==> config.mk <==
export PLATFORM = sky130hd
export DESIGN_NAME = auto_counter_4bit_flat
export DESIGN_NICKNAME = d
export VERILOG_FILES = /design/src/rtl/auto_counter_pkg.sv /design/src/rtl/auto_counter_4bit_if.sv /design/src/rtl/auto_counter_4bit_tick_sync.sv /design/src/rtl/auto_counter_4bit.sv /design/src/flat_wrapper.sv
export SDC_FILE = /design/constraint.sdc
export NUM_CORES = 1
export LEC_CHECK = 0
export CAP_MARGIN = 20
export CORE_MARGIN = 5
export CORE_UTILIZATION = 45
export DETAILED_ROUTE_END_ITERATION = 7
export PLACE_DENSITY = 0.76
export SYNTH_ARGS = -nofsm -noshare
export SYNTH_HDL_FRONTEND = slang
export SYNTH_SLANG_ARGS = --single-unit
==> constraint.sdc <==
create_clock -name clk -period 2 [get_ports clk]
set_clock_uncertainty 0.2 [all_clocks]
set_input_delay 0.4 -clock clk [delete_from_list [all_inputs] [get_ports clk]]
set_output_delay 0.4 -clock clk [all_outputs]
set_load 0.1 [all_outputs]
==> src/rtl/auto_counter_pkg.sv <==
// Shared constants for the auto counter: mode encodings and the seven-segment
// glyph table (active-low, segment a = bit0 .. g = bit6).
package auto_counter_pkg;

  localparam logic [1:0] MODE_UP     = 2'b00;
  localparam logic [1:0] MODE_DOWN   = 2'b01;
  localparam logic [1:0] MODE_BOUNCE = 2'b10;
  localparam logic [1:0] MODE_HOLD   = 2'b11;

  localparam logic [6:0] SEG_0     = 7'b1000000;
  localparam logic [6:0] SEG_1     = 7'b1111001;
  localparam logic [6:0] SEG_2     = 7'b0100100;
  localparam logic [6:0] SEG_3     = 7'b0110000;
  localparam logic [6:0] SEG_4     = 7'b0011001;
  localparam logic [6:0] SEG_5     = 7'b0010010;
  localparam logic [6:0] SEG_6     = 7'b0000010;
  localparam logic [6:0] SEG_7     = 7'b1111000;
  localparam logic [6:0] SEG_8     = 7'b0000000;
  localparam logic [6:0] SEG_9     = 7'b0010000;
  localparam logic [6:0] SEG_A     = 7'b0001000;
  localparam logic [6:0] SEG_B     = 7'b0000011;
  localparam logic [6:0] SEG_C     = 7'b1000110;
  localparam logic [6:0] SEG_D     = 7'b0100001;
  localparam logic [6:0] SEG_E     = 7'b0000110;
  localparam logic [6:0] SEG_F     = 7'b0001110;
  localparam logic [6:0] SEG_BLANK = 7'b1111111;

  function automatic logic [6:0] segDecode(input logic [3:0] nibble);
    logic [6:0] glyph;
    case (nibble)
      4'h0: glyph = SEG_0;
      4'h1: glyph = SEG_1;
      4'h2: glyph = SEG_2;
      4'h3: glyph = SEG_3;
      4'h4: glyph = SEG_4;
      4'h5: glyph = SEG_5;
      4'h6: glyph = SEG_6;
      4'h7: glyph = SEG_7;
      4'h8: glyph = SEG_8;
      4'h9: glyph = SEG_9;
      4'hA: glyph = SEG_A;
      4'hB: glyph = SEG_B;
      4'hC: glyph = SEG_C;
      4'hD: glyph = SEG_D;
      4'hE: glyph = SEG_E;
      4'hF: glyph = SEG_F;
      default: glyph = SEG_BLANK;
    endcase
    return glyph;
  endfunction

endpackage

==> src/rtl/auto_counter_4bit_if.sv <==
// Control and status bundle between the board logic and the auto counter.
// Optional macro SEVENSEG_EN adds the seven-segment output.
interface auto_counter_4bit_if #(
  parameter int WIDTH = 4
);

  logic             clk_slow;
  logic             enable;
  logic [1:0]       mode;
  logic             load;
  logic [WIDTH-1:0] load_val;
  logic [WIDTH-1:0] count;
  logic             dir;
  logic             tc;
`ifdef SEVENSEG_EN
  logic [6:0]       seg;
`endif

  modport master (
    output clk_slow, enable, mode, load, load_val,
`ifdef SEVENSEG_EN
    input  seg,
`endif
    input  count, dir, tc
  );

  modport slave (
    input  clk_slow, enable, mode, load, load_val,
`ifdef SEVENSEG_EN
    output seg,
`endif
    output count, dir, tc
  );

endinterface

==> src/rtl/auto_counter_4bit_tick_sync.sv <==
// Synchronizes the slow divided clock into the clk domain and emits a
// one-cycle tick per rising edge, suppressed until a genuine low is seen.
module tick_sync
  import auto_counter_pkg::*;
#(
  parameter int SYNC_STAGES = 2
) (
  input  logic clk,
  input  logic reset,
  input  logic async_in,
  output logic tick
);

  logic [SYNC_STAGES-1:0] sync_q;
  logic [SYNC_STAGES-1:0] valid_q;
  logic                   prev_q;
  logic                   armed_q;
  logic                   synced;

  assign synced = sync_q[SYNC_STAGES-1];

  // valid_q marks when the chain output is a real sample rather than the reset
  // zero, so a high input across reset release cannot arm on a fake low.
  always_ff @(posedge clk or posedge reset) begin
    if (reset) begin
      sync_q  <= '0;
      valid_q <= '0;
      prev_q  <= 1'b0;
      armed_q <= 1'b0;
    end else begin
      sync_q  <= {sync_q[SYNC_STAGES-2:0], async_in};
      valid_q <= {valid_q[SYNC_STAGES-2:0], 1'b1};
      prev_q  <= synced;
      if (valid_q[SYNC_STAGES-1] && !synced) begin
        armed_q <= 1'b1;
      end
    end
  end

  assign tick = synced & ~prev_q & armed_q;

endmodule

==> src/rtl/auto_counter_4bit.sv <==
// Tick-driven up/down/bounce/hold counter with load and terminal-count pulse.
// Optional macro SEVENSEG_EN adds a registered seven-segment decode of count.
module auto_counter_4bit
  import auto_counter_pkg::*;
#(
  parameter int WIDTH       = 4,
  parameter int MAX_VAL     = 15,
  parameter int SYNC_STAGES = 2
) (
  input  logic                      clk,
  input  logic                      reset,
  auto_counter_4bit_if.slave        bus
);

  localparam logic [WIDTH-1:0] MAX_W  = WIDTH'(MAX_VAL);
  localparam logic [WIDTH-1:0] ZERO_W = '0;
  localparam logic [WIDTH-1:0] ONE_W  = WIDTH'(1);

  logic             tick;
  logic [WIDTH-1:0] count_q, count_d;
  logic             dir_q, dir_d;
  logic             tc_q, tc_d;

  tick_sync #(
    .SYNC_STAGES (SYNC_STAGES)
  ) u_tick_sync (
    .clk      (clk),
    .reset    (reset),
    .async_in (bus.clk_slow),
    .tick     (tick)
  );

  // Load beats a tick; every wrap or turn-around raises tc for one cycle.
  always_comb begin
    count_d = count_q;
    dir_d   = dir_q;
    tc_d    = 1'b0;
    if (bus.load) begin
      count_d = (bus.load_val > MAX_W) ? MAX_W : bus.load_val;
    end else if (tick && bus.enable) begin
      case (bus.mode)
        MODE_UP: begin
          dir_d = 1'b1;
          if (count_q == MAX_W) begin
            count_d = ZERO_W;
            tc_d    = 1'b1;
          end else begin
            count_d = count_q + ONE_W;
          end
        end
        MODE_DOWN: begin
          dir_d = 1'b0;
          if (count_q == ZERO_W) begin
            count_d = MAX_W;
            tc_d    = 1'b1;
          end else begin
            count_d = count_q - ONE_W;
          end
        end
        MODE_BOUNCE: begin
          if (dir_q && count_q == MAX_W) begin
            count_d = MAX_W - ONE_W;
            dir_d   = 1'b0;
            tc_d    = 1'b1;
          end else if (!dir_q && count_q == ZERO_W) begin
            count_d = ONE_W;
            dir_d   = 1'b1;
            tc_d    = 1'b1;
          end else if (dir_q) begin
            count_d = count_q + ONE_W;
          end else begin
            count_d = count_q - ONE_W;
          end
        end
        default: begin
        end
      endcase
    end
  end

  always_ff @(posedge clk or posedge reset) begin
    if (reset) begin
      count_q <= '0;
      dir_q   <= 1'b1;
      tc_q    <= 1'b0;
    end else begin
      count_q <= count_d;
      dir_q   <= dir_d;
      tc_q    <= tc_d;
    end
  end

  assign bus.count = count_q;
  assign bus.dir   = dir_q;
  assign bus.tc    = tc_q;

`ifdef SEVENSEG_EN
  logic [6:0] seg_q, seg_d;

  // Values beyond one hex digit only arise with WIDTH > 4 and show blank.
  always_comb begin
    seg_d = SEG_BLANK;
    if (32'(count_q) <= 32'd15) begin
      seg_d = segDecode(4'(count_q));
    end
  end

  always_ff @(posedge clk or posedge reset) begin
    if (reset) begin
      seg_q <= SEG_0;
    end else begin
      seg_q <= seg_d;
    end
  end

  assign bus.seg = seg_q;
`endif

endmodule

==> src/flat_wrapper.sv <==
// flat-port wrapper written by rule: the top's interface ports become plain ports
module auto_counter_4bit_flat import auto_counter_pkg::*;
#(
  parameter int WIDTH       = 4,
  parameter int MAX_VAL     = 15,
  parameter int SYNC_STAGES = 2
)
  (clk, reset, bus_clk_slow, bus_enable, bus_mode, bus_load, bus_load_val, bus_count, bus_dir, bus_tc);
  auto_counter_4bit_if #(.WIDTH(WIDTH)) bus_i ();
  input  logic clk;
  input  logic reset;
  input wire logic [$bits(bus_i.clk_slow)-1:0] bus_clk_slow;
  input wire logic [$bits(bus_i.enable)-1:0] bus_enable;
  input wire logic [$bits(bus_i.mode)-1:0] bus_mode;
  input wire logic [$bits(bus_i.load)-1:0] bus_load;
  input wire logic [$bits(bus_i.load_val)-1:0] bus_load_val;
  output wire logic [$bits(bus_i.count)-1:0] bus_count;
  output wire logic [$bits(bus_i.dir)-1:0] bus_dir;
  output wire logic [$bits(bus_i.tc)-1:0] bus_tc;
  assign bus_i.clk_slow = bus_clk_slow;
  assign bus_i.enable = bus_enable;
  assign bus_i.mode = bus_mode;
  assign bus_i.load = bus_load;
  assign bus_i.load_val = bus_load_val;
  assign bus_count = bus_i.count;
  assign bus_dir = bus_i.dir;
  assign bus_tc = bus_i.tc;
  auto_counter_4bit #(.WIDTH(WIDTH), .MAX_VAL(MAX_VAL), .SYNC_STAGES(SYNC_STAGES)) u_core (.clk(clk), .reset(reset), .bus(bus_i));
endmodule
After elaboration in Yosys (flattened, before gate mapping)
Cells that the tools add are included.
Widths: inputs -> output; s select.
- add/sub/neg operators: 2
- $lt $le $gt $ge: 1
- equality and inequality tests: 4
- multiplexer cells: 19
- bitwise gates (word level): 4
- reductions and logical operators: 13
- operators by type and width (kind ; count):
    $mux 4 ; 8
    $pmux 4 s3 ; 1
    $mux 1 ; 8
    $pmux 1 s3 ; 2
    $add 4x1->4 const B ; 1
    $eq 4x4->1 const B ; 1
    $gt 4x4->1 const B ; 1
    $logic_and 1x1->1 ; 4
    $logic_not 4->1 ; 1
    $reduce_and 4->1 ; 1
    $reduce_bool 4->1 ; 1
    $sub 4x1->4 const B ; 1
    $ne 3x1->1 const B ; 1
    $reduce_bool 3->1 ; 1
    $and 1x1->1 ; 2
    $eq 2x1->1 const B ; 1
    $eq 2x2->1 const B ; 1
    $logic_not 1->1 ; 2
    $logic_not 2->1 ; 1
    $not 1->1 ; 2
    $reduce_and 2->1 ; 1
    $reduce_bool 2->1 ; 1
- register bits: 12
- bits of input ports: 11
- output and inout port bits: 6
- logic and storage cells: 50

Longest topological paths before layout
- depth in word-level cells: 7
- mapped depth: 6

By module
Synthesis repeated with hierarchy kept, for this count alone.
- cells, all modules: 106
- area total of the unflattened synthesis: 910.9 µm²
- modules (own cells, without submodules) (module ; times used ; cells each ; area an instance (µm²)):
    auto_counter_4bit ; 1 ; 94 ; 734.5
    tick_sync ; 1 ; 12 ; 176.4

Worst setup path after synthesis
No wires, ideal clock.
- path kind: reg2reg
- start: register u_core.count_q[0] (netlist: u_core.bus.count[0])
- end: register u_core.count_q[1] (netlist: u_core.bus.count[1])
- data arrival time: 2.044 ns
- required time: 1.670 ns
- setup slack: -0.374 ns
- stages on the path, launching flop included: 7
- path buffers: 0
- clock period less this slack: 2.374 ns
- path through: dfrtp_1 -> inv_1 -> ha_1 -> or3b_4 -> a21o_1 -> a311oi_2 -> a21oi_1
- cells in the longest elaborated chain, start to end: 7
- elaborated cells on any way between the ends: 14
- classes of those cells: add/sub (2); eq/ne (1); mux (8); reduce/logical (3)
- RTL lines (what ; line ; text):
    from (decl) ; auto_counter_4bit.sv:20 ; logic [WIDTH-1:0] count_q, count_d;
    from (signal assigned) ; auto_counter_4bit.sv:87 ; count_q <= count_d;
    $sub 4x1->4 (tied with other cells) ; auto_counter_4bit.sv:57, auto_counter_4bit.sv:72 ;
    $mux 4 / $logic_and 1x1->1 (equally long branches) ; auto_counter_4bit.sv:69, auto_counter_4bit.sv:65 ;
    $mux 4 ; auto_counter_4bit.sv:65 ; end else if (!dir_q && count_q == ZERO_W) begin
    $mux 4 ; auto_counter_4bit.sv:61 ; if (dir_q && count_q == MAX_W) begin
    $pmux 4 s3 * ; auto_counter_4bit.sv:41 ; case (bus.mode)
    $mux 4 * ; auto_counter_4bit.sv:40 ; end else if (tick && bus.enable) begin
    $mux 4 * ; auto_counter_4bit.sv:38 ; if (bus.load) begin
Mark *: on every way between the ends. The rest lies on a longest branch, timed or not. The select of a mux whose other input is x is not followed.
A chain may end at the register's enable or synchronous reset.

Final worst setup path
- start: register u_core.count_q[1] (netlist: u_core.bus.count[1])
- end: register u_core.count_q[1] (netlist: u_core.bus.count[1])
Same word-level chain as after synthesis.

==> flow_metrics.tcl <==
set metrics [dict create \
    status "finished clean" \
    synth_most_common_cell "dfrtp_1" \
    mappedNetlistArea_um2 853 \
    wire_per_inst_um 15.6 \
    synth.avg_cell_area_um2 8.89 \
    ys.flop_type "dfrtp_1" \
    htree_num_levels 1 \
    netlist_top_cells_count "dfrtp_1, inv_1, nand2_1" \
    max_clock_freq_mhz 512 \
    io_buffers 16 \
    die_area_um2 2870 \
    row_count 15 \
    grt_antenna_before_repair 0 \
    synth_edf_count 0 \
    drv_slew 0 \
    place_congestion 0.838 \
    fp.dieW_um 53.5 \
    cp_data_required_time_ns 1.95 \
    grt_pass1_wl_um 3890 \
    cap_viol_max_count 0 \
    core_um2 1760 \
    firstDrtPassIters 4 \
    power.leakage_nw 0.564 \
    synthArstFlopShare 1.00 \
    ys_seq_area_frac 0.353 \
    nets 146 \
    ys_warn_count 0 \
    routed_wl_um 2390 \
    worstHoldPathType "flop to flop" \
    rsz0062_at_grt "false" \
    io_pins 17 \
    cts_tree "built" \
    track_usage 0.187 \
    overflow 0 \
    numCtsBuffers 3 \
    detail-route-antenna-nets 0 \
    place_hpwl_um 1740 \
    clock_tree.root_cell "clkbuf_4" \
    cts.clk_slew.worst_paths_ns 0.07 \
    worst-path-max-fanout 4 \
    setup_violations 0 \
    synth_top_cell_area_share 0.323 \
    drt_iter0_drc 52 \
    route.detailed.drc 0 \
    cts.path.max_buffers 2 \
    start_kind "flop" \
    combPwrFrac 0.465 \
    crit_type "flop to flop" \
    ir_worst_vdd_v 0.000851 \
    cts_sinks 12 \
    start_util 0.484 \
    power-per-cell-area_nw_per_um2 657 \
    seq_power_share 0.360 \
    die_h_um 53.5 \
    yosysUniqueCellTypes 42 \
    holdPathStages 0 \
    power.internal_mw 0.522 \
    fin_crit_ns 1.95 \
    drive_gt1_frac 0.352 \
    grt_max_degree 16 \
    syn_nets 113 \
    end_kind "flop" \
    area_growth_pct 52.9 \
    min_period_over_period 0.976 \
    finalHoldViolCount 0 \
    syn_inst 96 \
    place_inst 147 \
    arrival_ns 1.90 \
    antenna-diode-count 0 \
    num_vias 891 \
    utilization 0.740 \
    synth_top_area_cell "dfrtp_1" \
    final_cell_count_no_fill 153 \
    grt_pass1_vias 899 \
    sw_frac_of_total 0.392 \
    netlist_top_cells_area "dfrtp_1, ha_1, inv_1" \
    via_per_inst 5.82 \
    p_clk_frac 0.175 \
    ys_ff_latch 12 \
    worstRegToRegCells 6 \
    p_switching_mw 0.336 \
    clock_latency_ns 0.27 \
]
-- flip-flops by register name (all words and copies together) (netlist names) --
name                        flops
u_core.bus.count                4
u_core.bus.tc                   1
u_core.u_tick_sync.valid_q      2
u_core.bus.dir                  1
u_core.u_tick_sync.prev_q       1
u_core.u_tick_sync.sync_q       2
u_core.u_tick_sync.armed_q      1
-- repair_timing --
action,4_1_cts,5_1_grt
endpoints found under the setup margin,4,4
gates cloned,0,0
pin swaps,5,4
resized for setup,6,7
hold buffers,0,0
setup buffers,2,0
-- worst max-delay path: stages, from the launching register on --
cell and delay [ns]:
dfrtp_4 0.51, inv_4 0.07, ha_4 0.12, or3b_4 0.40
a21o_1 0.21, a311oi_2 0.21, a21oi_1 0.11
-- power by group through the flow --
stage	clock network [mW]	logic (mW)	registers, mW
after floorplan	0	0.129	0.404
after global placement	0	0.367	0.310
after detailed placement	0	0.374	0.311
after CTS	0.156	0.389	0.308
after global routing	0.168	0.421	0.312
final	0.150	0.399	0.309
-- placed cells by master, fill, tap and decap left out, drive strengths merged, types with 4 or more instances in the layout --
cell type,instances
a21oi,5
buf,22
clkbuf,4
clkdlybuf4s50,8
dfrtp,11
ha,6
inv,8
nand2,7
nor2,6
nor2b,4
-- final cells by class --
class / count / area (um^2)
fillers: 130 / 459
repair buffers: 32 / 349
inverters: 8 / 32.5
multi-input cells: 72 / 554
flip-flops and latches: 12 / 312
clock buffers: 4 / 26.3
well taps: 25 / 31.3
-- routing by layer --
layer	vias up	routed length (um)	GRT usage
met1	418	912	0.216
met3	10	182	0.0388
met5	-	0	0
met2	51	1210	0.316
met4	0	81	0.115
li1	412	-	-
-- per-stage QoR --
stage | TNS (ns) | setup slack [ns] | hold WS (ns) | power [mW] | instance area [um^2]
2_1_floorplan | -0.0411 | -0.0411 | 0.0639 | 0.532 | 876
3_3_place_gp | -1.30 | -0.361 | 0.132 | 0.677 | 1210
3_5_place_dp | -1.64 | -0.414 | 0.142 | 0.685 | 1210
4_1_cts | 0 | 0.0152 | 0.159 | 0.853 | 1280
5_1_grt | 0 | 0.00383 | 0.166 | 0.901 | 1310
6_report | 0 | 0.0484 | 0.153 | 0.858 | 1310
-- final timing paths --
kind                                                         start                                       to  slack (ns)
hold / removal             u_core.u_tick_sync.valid_q[0]$_DFF_PP0_  u_core.u_tick_sync.valid_q[1]$_DFF_PP0_        0.15
min in group asynchronous                                    reset  u_core.u_tick_sync.valid_q[0]$_DFF_PP0_        0.23
setup / recovery                   u_core.bus.count[1]$_DFFE_PP0P_          u_core.bus.count[1]$_DFFE_PP0P_        0.05
hold reg to reg            u_core.u_tick_sync.valid_q[0]$_DFF_PP0_  u_core.u_tick_sync.valid_q[1]$_DFF_PP0_        0.15
max in group asynchronous                                    reset          u_core.bus.count[0]$_DFFE_PP0P_        1.03
setup reg to reg                   u_core.bus.count[1]$_DFFE_PP0P_          u_core.bus.count[1]$_DFFE_PP0P_        0.05
-- kinds of logic (layout without fill, tap and decap cells) --
kind of cell,after synthesis,in the layout,synth area share
adders and majority gates,6,6,0.0880
AOI/OAI and AO/OA,31,31,0.268
other,1,1,0.00439
and+or+nand+nor,34,34,0.230
buffers and inverters,12,44,0.0557
DFF,12,12,0.353
Power figures use the tool's default switching activity.
